### src/rtl/crc_stream_engine.sv
// crc_stream_engine: folds a framed valid/ready word stream into a CRC.
// Poly, init, reflection, final xor and bits folded per clock are parameters.
module crc_stream_engine #(
   parameter int                CRC_W        = 16,
   parameter logic [CRC_W-1:0]  POLY         = 16'h1021,
   parameter logic [CRC_W-1:0]  INIT         = '0,
   parameter logic [CRC_W-1:0]  XOR_OUT      = '0,
   parameter int                DATA_W       = 8,
   parameter int                BITS_PER_CYC = 1,
   parameter bit                REFLECT_IN   = 1'b0,
   parameter bit                REFLECT_OUT  = 1'b0
) (
   input  logic              clk,
   input  logic              rst,
   input  logic              in_valid,
   output logic              in_ready,
   input  logic [DATA_W-1:0] in_data,
   input  logic              in_first,
   input  logic              in_last,
   output logic              crc_valid,
   input  logic              crc_ready,
   output logic [CRC_W-1:0]  crc_out,
   output logic              busy
);

   localparam int N     = DATA_W / BITS_PER_CYC;
   localparam int CNT_W = (N > 1) ? $clog2(N) : 1;
   localparam logic [CNT_W-1:0] CNT_MAX = CNT_W'(N - 1);

   if (BITS_PER_CYC < 1 || (DATA_W % BITS_PER_CYC) != 0) begin : g_bpc_chk
      $error("BITS_PER_CYC must divide DATA_W");
   end
   if (CRC_W < 1 || CRC_W > 32) begin : g_w_chk
      $error("CRC_W must be within 1..32");
   end

   typedef enum logic [1:0] {
      IDLE  = 2'd0,
      SHIFT = 2'd1,
      DONE  = 2'd2
   } state_t;

   state_t              state_q, state_d;
   logic [CRC_W-1:0]    acc_q, acc_d;
   logic [CRC_W-1:0]    crc_q, crc_d;
   logic [DATA_W-1:0]   word_q, word_d;
   logic                last_q, last_d;
   logic [CNT_W-1:0]    cnt_q, cnt_d;
   logic [CRC_W-1:0]    fold_acc;
   logic [DATA_W-1:0]   fold_word;

   function automatic logic [DATA_W-1:0] rev_data(
      input logic [DATA_W-1:0] x
   );
      logic [DATA_W-1:0] r;
      r = '0;
      for (int i = 0; i < DATA_W; i++) begin
         r[i] = x[DATA_W-1-i];
      end
      return r;
   endfunction

   function automatic logic [CRC_W-1:0] rev_crc(
      input logic [CRC_W-1:0] x
   );
      logic [CRC_W-1:0] r;
      r = '0;
      for (int i = 0; i < CRC_W; i++) begin
         r[i] = x[CRC_W-1-i];
      end
      return r;
   endfunction

   // Serial LFSR step unrolled BITS_PER_CYC times, word MSB first.
   always_comb begin
      logic fb;
      fold_acc  = acc_q;
      fold_word = word_q;
      fb        = 1'b0;
      for (int i = 0; i < BITS_PER_CYC; i++) begin
         fb        = fold_acc[CRC_W-1] ^ fold_word[DATA_W-1];
         fold_acc  = (fold_acc << 1) ^ (fb ? POLY : '0);
         fold_word = fold_word << 1;
      end
   end

   always_comb begin
      state_d = state_q;
      acc_d   = acc_q;
      crc_d   = crc_q;
      word_d  = word_q;
      last_d  = last_q;
      cnt_d   = cnt_q;
      unique case (state_q)
         IDLE: begin
            if (in_valid) begin
               word_d  = REFLECT_IN ? rev_data(in_data) : in_data;
               last_d  = in_last;
               cnt_d   = CNT_MAX;
               state_d = SHIFT;
               if (in_first) begin
                  acc_d = INIT;
               end
            end
         end
         SHIFT: begin
            acc_d  = fold_acc;
            word_d = fold_word;
            if (cnt_q == '0) begin
               if (last_q) begin
                  crc_d   = (REFLECT_OUT ? rev_crc(fold_acc)
                                         : fold_acc) ^ XOR_OUT;
                  state_d = DONE;
               end else begin
                  state_d = IDLE;
               end
            end else begin
               cnt_d = cnt_q - 1'b1;
            end
         end
         DONE: begin
            if (crc_ready) begin
               acc_d   = INIT;
               state_d = IDLE;
            end
         end
         default: begin
            state_d = IDLE;
         end
      endcase
   end

   always_ff @(posedge clk) begin
      if (rst) begin
         state_q <= IDLE;
         acc_q   <= INIT;
         crc_q   <= '0;
         word_q  <= '0;
         last_q  <= 1'b0;
         cnt_q   <= '0;
      end else begin
         state_q <= state_d;
         acc_q   <= acc_d;
         crc_q   <= crc_d;
         word_q  <= word_d;
         last_q  <= last_d;
         cnt_q   <= cnt_d;
      end
   end

   assign in_ready  = (state_q == IDLE) && !rst;
   assign crc_valid = (state_q == DONE);
   assign crc_out   = crc_q;
   assign busy      = (state_q != IDLE);

endmodule
### config.mk
export PLATFORM = sky130hd
export DESIGN_NAME = crc_stream_engine
export DESIGN_NICKNAME = d
export VERILOG_FILES = /design/src/rtl/crc_stream_engine.sv
export SDC_FILE = /design/constraint.sdc
export NUM_CORES = 1
export LEC_CHECK = 0
export ABC_AREA = 1
export BUFFER_PORTS_ARGS = -buffer_cell sky130_fd_sc_hd__buf_4
export CAP_MARGIN = 20
export CORE_UTILIZATION = 54
export DETAILED_ROUTE_END_ITERATION = 8
export GPL_TIMING_DRIVEN = 0
export PLACE_DENSITY = 0.77
export SLEW_MARGIN = 20
export SYNTH_ARGS = -nofsm -noshare
export SYNTH_HDL_FRONTEND = slang
export SYNTH_SLANG_ARGS = --single-unit
### constraint.sdc
create_clock -name clk -period 1.5 [get_ports clk]
set_input_delay 0.3 -clock clk [delete_from_list [all_inputs] [get_ports clk]]
set_output_delay 0.3 -clock clk [all_outputs]
set_load 0.01 [all_outputs]
# Word-level counts from Yosys, hierarchy flattened
# Index checks and enable logic that the tools add are counted.
[word_totals] ram_bits=0 output_inout_bits=19 latch_bits=0 n_memories=0 regBits=46 rom_bits=0
[classes] order_cmp=0 n_shift=0 eq_ne=7 div=0 n_addsub=1 reduce_logical=13 bitwise_logic=2 mux=15 n_mul=0
[op_table] op="two-way mux 16 bit" count=3
[op_table] op="one-hot mux 16 bit (3 select lines)" count=1
[op_table] op="one-hot mux 8 bit (2 select lines)" count=1
[op_table] op="bitwise XOR 16 x 13 -> 16 bit" count=1
[op_table] op="two-way mux 13 bit" count=1
[op_table] op="AND reduction 3 bit" count=3
[op_table] op="two-way mux 2 bit" count=4
[op_table] op="two-way mux 8 bit" count=1
[op_table] op="inequality test 2 bit, second input constant" count=4
[op_table] op="two-way mux 3 bit" count=2
[op_table] op="one-hot mux 2 bit (3 select lines)" count=1
[op_table] op="one-hot mux 3 bit (2 select lines)" count=1
[op_table] op="AND reduction 2 bit" count=2
[op_table] op="AND reduction 4 bit" count=1
[op_table] op="nonzero test 2 bit" count=2
[op_table] op="logical NOT 3 bit" count=1
[op_table] op="nonzero test 3 bit" count=1
[op_table] op="subtractor 3 x 1 -> 3 bit, second input constant" count=1
[op_table] op="== test 2 x 1 -> 1 bit, second input constant" count=1
[op_table] op="== test 2 bit, second input constant" count=1
[op_table] op="logical NOT 2 bit" count=1
[op_table] op="inequality test 2 x 1 -> 1 bit, second input constant" count=1
[op_table] op="logical AND 1 bit" count=1
[op_table] op="logical NOT 1 bit" count=1
[op_table] op="bitwise XOR 1 bit" count=1

# Longest topological paths before layout
# Gate-level depths: netlist of run 1.
[depth] word_depth=4 ltp_mapped=7

# Least setup slack after synthesis of run 1
# OpenSTA, ideal clock, no wires.
[synth_timing] kind="reg2reg" start="reg cnt_q[0]" end="reg crc_q[10], in the netlist crc_out[10]" path_slack_ps=222 stages_incl_launch_ff=8 t_arrival_ps=1214 path_cell_list="dfxtp_1 -> inv_1 -> ha_1 -> nand2_1 -> nor3_4 -> buf_6 -> nor2_1 -> nor2_1"
[synth_between] elab_chain_cells=2
[synth_lines] element="start, declared" line_no="48" rtl="logic [CNT_W-1:0] cnt_q, cnt_d;"
[synth_lines] element="start signal, assigned" line_no="147" rtl="cnt_q <= cnt_d;"
[synth_lines] element="logical NOT 3 bit" line_no="109" rtl="if (cnt_q == '0) begin"
[synth_lines] element="AND reduction 3 bit (no source line)"
[synth_lines] element="end signal, assigned" line_no="144" rtl="crc_q <= crc_d;"
[synth_lines] element="end, declared" line_no="45" rtl="logic [CRC_W-1:0] crc_q, crc_d;"
# No other way between the ends.
# A chain may end at the register's enable or synchronous reset.

# Final worst setup path of run 1
[layout_timing] start="reg state_q[0]" end="out in_ready"
[layout_between] elab_chain_cells=2
[layout_lines] element="start, declared" line_no="43" rtl="state_t state_q, state_d;"
[layout_lines] element="start signal, assigned" line_no="142" rtl="state_q <= state_d;"
[layout_lines] element="logical NOT 2 bit" line_no="151" rtl="assign in_ready = (state_q == IDLE) && !rst;"
[layout_lines] element="logical AND 1 bit" line_no="151"
[layout_lines] element="end, declared" line_no="16" rtl="output logic in_ready,"
# No other way between the ends.

==> flow_summary.toml, run 1 <==
[pwr]
p_seq_frac = 0.568
p_clk_frac = 0.261
swShare = 0.279
intPower_mw = 1.65
pwr-share-comb = 0.171
ir_drop_mv = 0.553
p_sw_mw = 0.639
leakagePower_nw = 0.981
pwr_density_cell_nw_per_um2 = 992

[grt]
grt_start_max_net_pins = 14
gr-total-overflow = 0
grt_pass1_vias = 1475
grt_usage = 0.230
grt_pass1_wl_um = 6420
antenna_found_initial = 0

[synthesis]
synth.avg_cell_area_um2 = 7.43
synthDominantCellAreaShare = 0.480
yosys.cell_types.count = 21
yosysSeqAreaShare = 0.480
synth_top_cell_by_area = "dfxtp_1"
synth_cells = 258
syn_nets = 274
yosysWarnings = 0
syn_area_um2 = 1920
synthTopCellsByArea = "dfxtp_1, nand2_1, o21ai_1"
ys_seq_elements = 46

[placed_design]
portBuffers = 31
place_ws_ns = -0.124
dp_hpwl_um = 2700
gp_congestion = 0.775

[setup_path]
rr_worst_depth = 7
rr_startpoint = "cnt_q[0]$_SDFFE_PP0P_"
crit_type = "reg2out"
cp-startpoint = "state_q[0]$_SDFFE_PP0P_"
cp.buffers_inverters = 2
crit_end = "in_ready"
crit_path_end_kind = "output pin"
crit_arrival_ns = 1.13
cp-start-kind = "flop"
slowest_delay_ns = 0.41
cp_top_family = "flip-flops"
slowest_stage = "dfxtp_2"
r2r_setup_slack_ns = 0.11
worstPathRequired_ns = 1.20
r2r_end = "crc_out[11]$_SDFFE_PP0P_"
cp_max_fo = 5
path_depth = 4
path_cells = "inv_2, nand2_2, nor2_1, buf_4"

[drt]
dr.pass1.iters = 4
drt-initial-drc-count = 69
routed-via-count = 1746
wire_per_inst_um = 11.1
antenna_left = 0
drc = 0
routed_wirelength_um = 3830
vias_per_cell = 5.05

[outcome]
outcome = "completed"

[floorplanning]
chipWidth_um = 61.6
die_area_um2 = 3790
row_count = 21
fp.dieH_um = 61.6
initial_core_util = 0.570
ios = 33
core-area_um2 = 3360

[sta]
setup_viol = 0
setup_slack_ns = 0.0676
drv_slew = 0
fmax_mhz = 698
rsz0062_at_grt = "yes"
clock_skew_ns = 0.0118
worstMarginPinSlew_ns = 0.468
fin_crit_ns = 1.43
slew_headroom = 0.688
fin_crit_sh = 0.955
hold_viol = 0
tns_ns = 0

[finish]
final_common_cell = "nand2_1"
layout_common_cells = "nand2_1, dfxtp_1, o21ai_1, nor2_1, buf_4"
fillCellCount = 328
nNetsFinal = 315
drive_above_1_share = 0.220
area_delta_synth_final_pct = 20.4
n_antenna_cell = 0

[hold_path]
hold_class = "in2reg"

[clock_tree]
clkTransAtPathRegs_ns = 0.13
clockBufferDepth = 2
htreeDepth = 2
clock_sinks = 46
cts-root-buf = "clkbuf_4"
hold_buffers = 0
cts-buffers-inserted = 5
clk-insertion-delay-late_ns = 0.35
tritoncts = "built"

[job]
maxCapViolations = 0
[synthesized netlist by cell type]
cell and n:
o21ai_0 2, or2_2 1, nand2_1 61, inv_1 12
nand3b_1 1, nor3_4 1, nor2_1 34, ha_1 2
inv_2 4, nand3_1 3, nor2_4 1, nand4_4 1
buf_6 3, o21ai_1 41, clkbuf_1 5, dfxtp_1 46
a21oi_1 32, nor2_2 1, buf_2 4, nand2_4 1
nand2_2 2
[state kept, by name, indices dropped and copies added (netlist names)]
name     count
acc_q       16
crc_out     16
last_q       1
cnt_q        3
word_q       8
state_q      2
[power by group through the flow]
| stage | Clock [mW] | Sequential, mW | Combinational, mW |
|---|---|---|---|
| floorplan | 0 | 1.33 | 0.266 |
| global placement | 0 | 1.33 | 0.378 |
| detailed placement | 0 | 1.33 | 0.382 |
| CTS | 0.610 | 1.30 | 0.387 |
| global route | 0.658 | 1.31 | 0.448 |
| finish | 0.597 | 1.30 | 0.392 |
[final cells by class]
class | instances | area, µm² | area share
Multi-Input combinational cell | 184 | 870 | 0.376
Buffer | 12 | 75.1 | 0.0325
Inverter | 16 | 62.6 | 0.0271
Sequential cell | 46 | 926 | 0.401
Timing Repair Buffer | 34 | 259 | 0.112
Clock inverter | 1 | 5.00 | 0.00217
Tap cell | 46 | 57.6 | 0.0249
Clock buffer | 7 | 55.1 | 0.0238
[logic make-up (layout without fill, tap and decap cells)]
group	count (synthesis)	in the layout	synth area share
DFF	46	46	0.480
adders and majority gates	2	2	0.0130
buffers and inverters	28	70	0.0691
and+or+nand+nor	107	107	0.242
AOI/OAI and AO/OA	75	75	0.196
[repair_timing]
action / in CTS / in global routing
gates resized for setup: 3 / 8
endpoints found under the setup margin: 11 / 18
gates cloned: 0 / 1
setup buffers: 2 / 0
pin swaps: 1 / 1
endpoints found under the hold margin: 0 / 0
[worst register-to-register path: stages (launching register included)]
cell,delay (ns)
dfxtp_1,0.32
inv_1,0.10
ha_2,0.23
nand2_2,0.09
nor3_4,0.27
buf_4,0.21
nor2_1,0.04
nor2_1,0.08
[worst min path at each step]
stage                      startpoint                      to  cells past startpoint
2_1_floorplan  word_q[1]$_SDFFE_PP0P_  word_q[1]$_SDFFE_PP0P_                      2
3_3_place_gp   word_q[1]$_SDFFE_PP0P_  word_q[1]$_SDFFE_PP0P_                      2
3_5_place_dp   word_q[1]$_SDFFE_PP0P_  word_q[1]$_SDFFE_PP0P_                      2
4_1_cts                    in_data[0]  word_q[0]$_SDFFE_PP0P_                      3
5_1_grt                    in_data[0]  word_q[0]$_SDFFE_PP0P_                      3
6_report                   in_data[0]  word_q[0]$_SDFFE_PP0P_                      3
[per-stage QoR]
| step | cell area [µm²] | cells | utilization | power, mW | hold WS [ns] |
|---|---|---|---|---|---|
| finish | 2310 | 346 | 0.687 | 2.29 | 0.205 |
| global route | 2310 | 346 | 0.687 | 2.42 | 0.217 |
| CTS | 2290 | 345 | 0.680 | 2.30 | 0.204 |
| detailed placement | 2210 | 335 | 0.657 | 1.71 | 0.456 |
| global placement | 2210 | 335 | 0.657 | 1.71 | 0.442 |
| floorplan | 1920 | 258 | - | 1.60 | 0.425 |
[per-layer routing]
layer / wire length (µm) / part of all wire / GRT usage / vias up
li1: - / - / - / 919
met1: 1810 / 0.47 / 0.290 / 774
met2: 1800 / 0.47 / 0.389 / 46
met3: 164 / 0.043 / 0.0399 / 7
met4: 57 / 0.015 / 0.0952 / 0
met5: 0 / 0 / 0 / -
(Power assumes the default switching activity.)
==> run 2, diff against run 1 <==
--- a/config.mk
+++ b/config.mk
@@ -8,10 +8,9 @@
 export ABC_AREA = 1
 export BUFFER_PORTS_ARGS = -buffer_cell sky130_fd_sc_hd__buf_4
 export CAP_MARGIN = 20
-export CORE_UTILIZATION = 54
+export CORE_UTILIZATION = 25
 export DETAILED_ROUTE_END_ITERATION = 8
 export GPL_TIMING_DRIVEN = 0
-export PLACE_DENSITY = 0.77
 export SLEW_MARGIN = 20
 export SYNTH_ARGS = -nofsm -noshare
 export SYNTH_HDL_FRONTEND = slang
==> run 2 against run 1 <==
Net effect:
- utilization down 36 points
- count of clock-buffer cells in the layout down 1
- cell count up 15%
- global-route usage down 11 points
- register-to-register slack about the same
- critical path depth up 2
- clock skew down 0.0027 ns
- critical endpoint is now crc_out[12]$_SDFFE_PP0P_
- total power up 7.6%
- die area up 110%
- critical path type is now reg2reg
- final area up 4.1%
- routed wire length up 14%
==> flow_summary.toml, run 2 (same netlist as run 1, synthesis figures left out) <==
[placed_design]
portBuffers = 31
placed_area_um2 = 2270
gp_congestion = 0.766
dp_hpwl_um = 3160

[sta]
clock_skew_ns = 0.00915
worstMarginPinSlew_ns = 0.459
fin_crit_ns = 1.39
setup_viol = 0
fin_hold_ws_ns = 0.267
rsz0062_at_grt = "no"
slew_headroom = 0.694
fmax_mhz = 719
fin_crit_sh = 0.927
hold_viol = 0
drv_slew = 0

[setup_path]
path_depth = 6
slowest_delay_ns = 0.40
rr_startpoint = "state_q[0]$_SDFFE_PP0P_"
r2r_setup_slack_ns = 0.11
cp_max_fo = 10
crit_path_end_kind = "flop"
crit_arrival_ns = 1.58
crit_type = "reg2reg"
path_cells = "inv_2, nor2_4, nand4_4, buf_4, a21oi_1, nor2_1"
rr_worst_depth = 6
cp.buffers_inverters = 2
cp_top_family = "flip-flops"
slowest_stage = "dfxtp_2"
worstPathRequired_ns = 1.69
cp-start-kind = "flop"
r2r_end = "crc_out[12]$_SDFFE_PP0P_"

[floorplanning]
fp.dieH_um = 89.6
row_count = 31
initial_core_util = 0.262
core-area_um2 = 7330
die_area_um2 = 8030
chipWidth_um = 89.6
ios = 33

[drt]
dr.pass1.iters = 4
routed-via-count = 1751
drt-initial-drc-count = 85
antenna_left = 0
drc = 0
vias_per_cell = 4.41
routed_wirelength_um = 4380
wire_per_inst_um = 11.0

[grt]
grt_pass1_wl_um = 7390
antenna_found_initial = 0
gr-total-overflow = 0
grt_usage = 0.120
grt_pass1_vias = 1648
grt_start_max_net_pins = 15

[clock_tree]
htreeDepth = 2
clkTransAtPathRegs_ns = 0.09
clock_sinks = 46
clockBufferDepth = 2
clk-insertion-delay-late_ns = 0.30
cts-buffers-inserted = 5
tritoncts = "built"
cts-root-buf = "clkbuf_8"

[hold_path]
worstHoldStart = "in_data[0]"
hold_class = "in2reg"
hold_end = "word_q[0]$_SDFFE_PP0P_"
holdPathStages = 3

[pwr]
p_seq_frac = 0.529
leakagePower_nw = 0.984
swShare = 0.286
intPower_mw = 1.76
pwr_density_cell_nw_per_um2 = 1030
p_sw_mw = 0.707
p_clk_frac = 0.306
pwr-share-comb = 0.165
ir_drop_mv = 0.414

[finish]
area_delta_synth_final_pct = 25.3
seqCellArea_um2 = 923
layout_common_cells = "nand2_1, dfxtp_1, o21ai_1, nor2_1"
final_common_cell = "nand2_1"
nNetsFinal = 313
multiInputGateArea_um2 = 880
fin_area_um2 = 2400
utilization = 0.328
fillCellCount = 814
n_antenna_cell = 0
drive_above_1_share = 0.218

[job]
maxCapViolations = 0

[outcome]
outcome = "completed"
==> run 2: cell count changes in the layout (fill, tap and decap cells not counted), sizes merged <==
| cell | change |
|---|---|
| clkinv | +1 |
| clkbuf | -1 |
| buf | -2 |
==> run 2: worst min-delay path, stage by stage <==
cell and delay, ns:
buf_4 0.10, nand2_1 0.05, a21oi_1 0.05
==> run 2: repair_timing <==
action	4_1_cts	5_1_grt
hold buffers	0	0
pin swaps	0	2
setup buffers	0	1
cloned	0	0
gates resized for setup	2	8
hold endpoints to repair	0	0
endpoints found under the setup margin	1	19
==> run 2: how the worst max path moves through the flow <==
stage / start / end / slack [ns]
finish: state_q[0]$_SDFFE_PP0P_ / crc_out[12]$_SDFFE_PP0P_ / 0.11
global route: cnt_q[1]$_SDFFE_PP0P_ / crc_out[15]$_SDFFE_PP0P_ / 0.003
CTS: cnt_q[0]$_SDFFE_PP0P_ / crc_out[11]$_SDFFE_PP0P_ / 0.003
detailed placement: rst / in_ready / -0.19
global placement: rst / in_ready / -0.19
floorplan: cnt_q[0]$_SDFFE_PP0P_ / crc_out[10]$_SDFFE_PP0P_ / 0.22
==> run 2: per-stage QoR <==
stage	worst slack (ns)	setup TNS (ns)	total power [mW]	cells
global route	0.00338	0	2.60	397
finish	0.109	0	2.47	397
global placement	-0.189	-0.189	1.72	388
detailed placement	-0.189	-0.189	1.72	388
CTS	0.00311	0	2.47	396
floorplan	0.222	0	1.60	258
==> run 2: layout make-up <==
cell class	instances	share of cell area
Tap cell	99	0.0515
Sequential cell	46	0.384
Clock inverter	2	0.00573
Buffer	12	0.0323
Inverter	16	0.0250
Clock buffer	6	0.0302
Multi-Input combinational cell	184	0.366
Timing Repair Buffer	32	0.105
==> run 2: power by group through the flow <==
stage	Combinational [mW]	Sequential (mW)	Clock [mW]
global placement	0.385	1.33	0
floorplan	0.266	1.33	0
finish	0.407	1.31	0.754
global route	0.462	1.31	0.826
CTS	0.392	1.30	0.777
detailed placement	0.390	1.33	0
==> run 2: routing by layer <==
layer	routed length (µm)	GRT usage	up-vias
met4	46	0.0418	0
met2	1980	0.205	58
met3	230	0.0293	5
met1	2120	0.148	775
met5	0	0	-
li1	-	-	913
==> run 3, diff against run 2 <==
--- a/config.mk
+++ b/config.mk
@@ -8,9 +8,10 @@
 export ABC_AREA = 1
 export BUFFER_PORTS_ARGS = -buffer_cell sky130_fd_sc_hd__buf_4
 export CAP_MARGIN = 20
-export CORE_UTILIZATION = 25
+export CORE_UTILIZATION = 54
 export DETAILED_ROUTE_END_ITERATION = 8
 export GPL_TIMING_DRIVEN = 0
+export PLACE_DENSITY = 0.81
 export SLEW_MARGIN = 20
 export SYNTH_ARGS = -nofsm -noshare
 export SYNTH_HDL_FRONTEND = slang
==> run 3 against run 2 <==
Net effect:
- cell count down 13%
- utilization increased by 36 points
- clock power fell by 0.7%
- fmax shrank 4.6%
- sequential share of layout area up 1.5 points
- register-to-register slack better by 0.02 ns
- first-iteration DRC count rose by 16%
- clock skew fell by 0.0034 ns
- critical endpoint is now in_ready
- highest routed layer unchanged
==> flow_summary.toml, run 3 (same netlist as run 1, synthesis figures left out) <==
[sta]
fin_crit_sh = 0.972
hold_viol = 0
clock_skew_ns = 0.00573
setup_slack_ns = 0.0420
worstMarginPinSlew_ns = 0.466
tns_ns = 0
slew_headroom = 0.689
rsz0062_at_grt = "no"
drv_slew = 0
fmax_mhz = 686
fin_crit_ns = 1.46
setup_viol = 0

[placed_design]
portBuffers = 31
placed_area_um2 = 2210
dp_hpwl_um = 2760
gp_congestion = 0.789
place_ws_ns = -0.0981

[finish]
n_antenna_cell = 0
fin_area_um2 = 2320
layout_common_cells = "nand2_1, dfxtp_1, o21ai_1, nor2_1"
final_common_cell = "nand2_1"
multiInputGateArea_um2 = 867
drive_above_1_share = 0.214
seqCellArea_um2 = 926
fillCellCount = 308
area_delta_synth_final_pct = 20.8
nNetsFinal = 314

[grt]
grt_pass1_wl_um = 6250
grt_pass1_vias = 1415
grt_usage = 0.232
gr-total-overflow = 0
antenna_found_initial = 0
grt_start_max_net_pins = 15

[clock_tree]
cts-root-buf = "clkbuf_4"
clock_sinks = 46
tritoncts = "built"
clockBufferDepth = 2
clkTransAtPathRegs_ns = 0.13
cts-buffers-inserted = 5
clk-insertion-delay-late_ns = 0.36
htreeDepth = 2

[drt]
vias_per_cell = 5.05
routed_wirelength_um = 3950
drc = 0
antenna_left = 0
dr.pass1.iters = 4
drt-initial-drc-count = 99
routed-via-count = 1742
wire_per_inst_um = 11.5

[setup_path]
path_cells = "clkbuf_1, clkbuf_2, nor2_1, buf_4"
cp-start-kind = "input pin"
crit_type = "in2out"
crit_path_end_kind = "output pin"
slowest_delay_ns = 0.32
crit_arrival_ns = 1.16
slowest_stage = "clkbuf_1"
worstPathRequired_ns = 1.20
cp_max_fo = 10

[job]
maxCapViolations = 0

[floorplanning]
initial_core_util = 0.570
fp.dieH_um = 61.6
chipWidth_um = 61.6
ios = 33
die_area_um2 = 3790
row_count = 21
core-area_um2 = 3360

[pwr]
leakagePower_nw = 0.975
pwr_density_cell_nw_per_um2 = 1060
ir_drop_mv = 0.720

[outcome]
outcome = "completed"

[hold_path]
hold_class = "in2reg"
[run 3: cell count changes in the layout (fill, tap and decap cells not counted), sizes merged]
cell,delta
buf,+1
bufinv,+1
clkinv,-2
clkinvlp,+1
[run 3: final timing paths]
check	start	end	slack [ns]	cells past startpoint
max	rst	in_ready	0.04	4
min	in_data[0]	word_q[0]$_SDFFE_PP0P_	0.20	3
max reg2reg	state_q[0]$_SDFFE_PP0P_	crc_out[12]$_SDFFE_PP0P_	0.13	6
min reg2reg	word_q[1]$_SDFFE_PP0P_	word_q[1]$_SDFFE_PP0P_	0.47	2
[run 3: cell type report]
class,instances,share of cell area
Tap cell,46,0.0248
Inverter,16,0.0270
Multi-Input combinational cell,184,0.374
Clock buffer,6,0.0178
Sequential cell,46,0.400
Clock inverter,2,0.0162
Buffer,12,0.0319
Timing Repair Buffer,33,0.109
[run 3: timing repair]
item                                    in CTS  in global routing
pin swaps                                    1                  1
endpoints found under the setup margin      12                 18
hold buffers                                 0                  0
resized for setup                            3                  5
buffers inserted                             2                  0
[run 3: worst max-delay path: cells and delay by family]
kind,cells,cell delay (ns)
buffers and inverters,3,0.77
and+or+nand+nor,1,0.08
[run 3: routing by layer]
metal	global-route usage	up-vias	wire length, µm
met1	0.281	749	1760
met3	0.0903	12	268
met5	0	-	0
met2	0.364	62	1830
met4	0.105	0	97
li1	-	919	-
[run 3: power by group]
| group | leakage [nW] | switching (mW) | internal, mW |
|---|---|---|---|
| combinational | 0.562 | 0.241 | 0.149 |
| clock | 0.0385 | 0.397 | 0.352 |
| sequential | 0.375 | 0.0318 | 1.27 |
[run 3: stage by stage]
stage / cells / util / power (mW) / hold slack, ns
2_1_floorplan: 258 / - / 1.60 / 0.425
3_3_place_gp: 335 / 0.657 / 1.71 / 0.445
3_5_place_dp: 335 / 0.657 / 1.72 / 0.448
4_1_cts: 345 / 0.686 / 2.45 / 0.193
5_1_grt: 345 / 0.689 / 2.58 / 0.181
6_report: 345 / 0.689 / 2.44 / 0.199
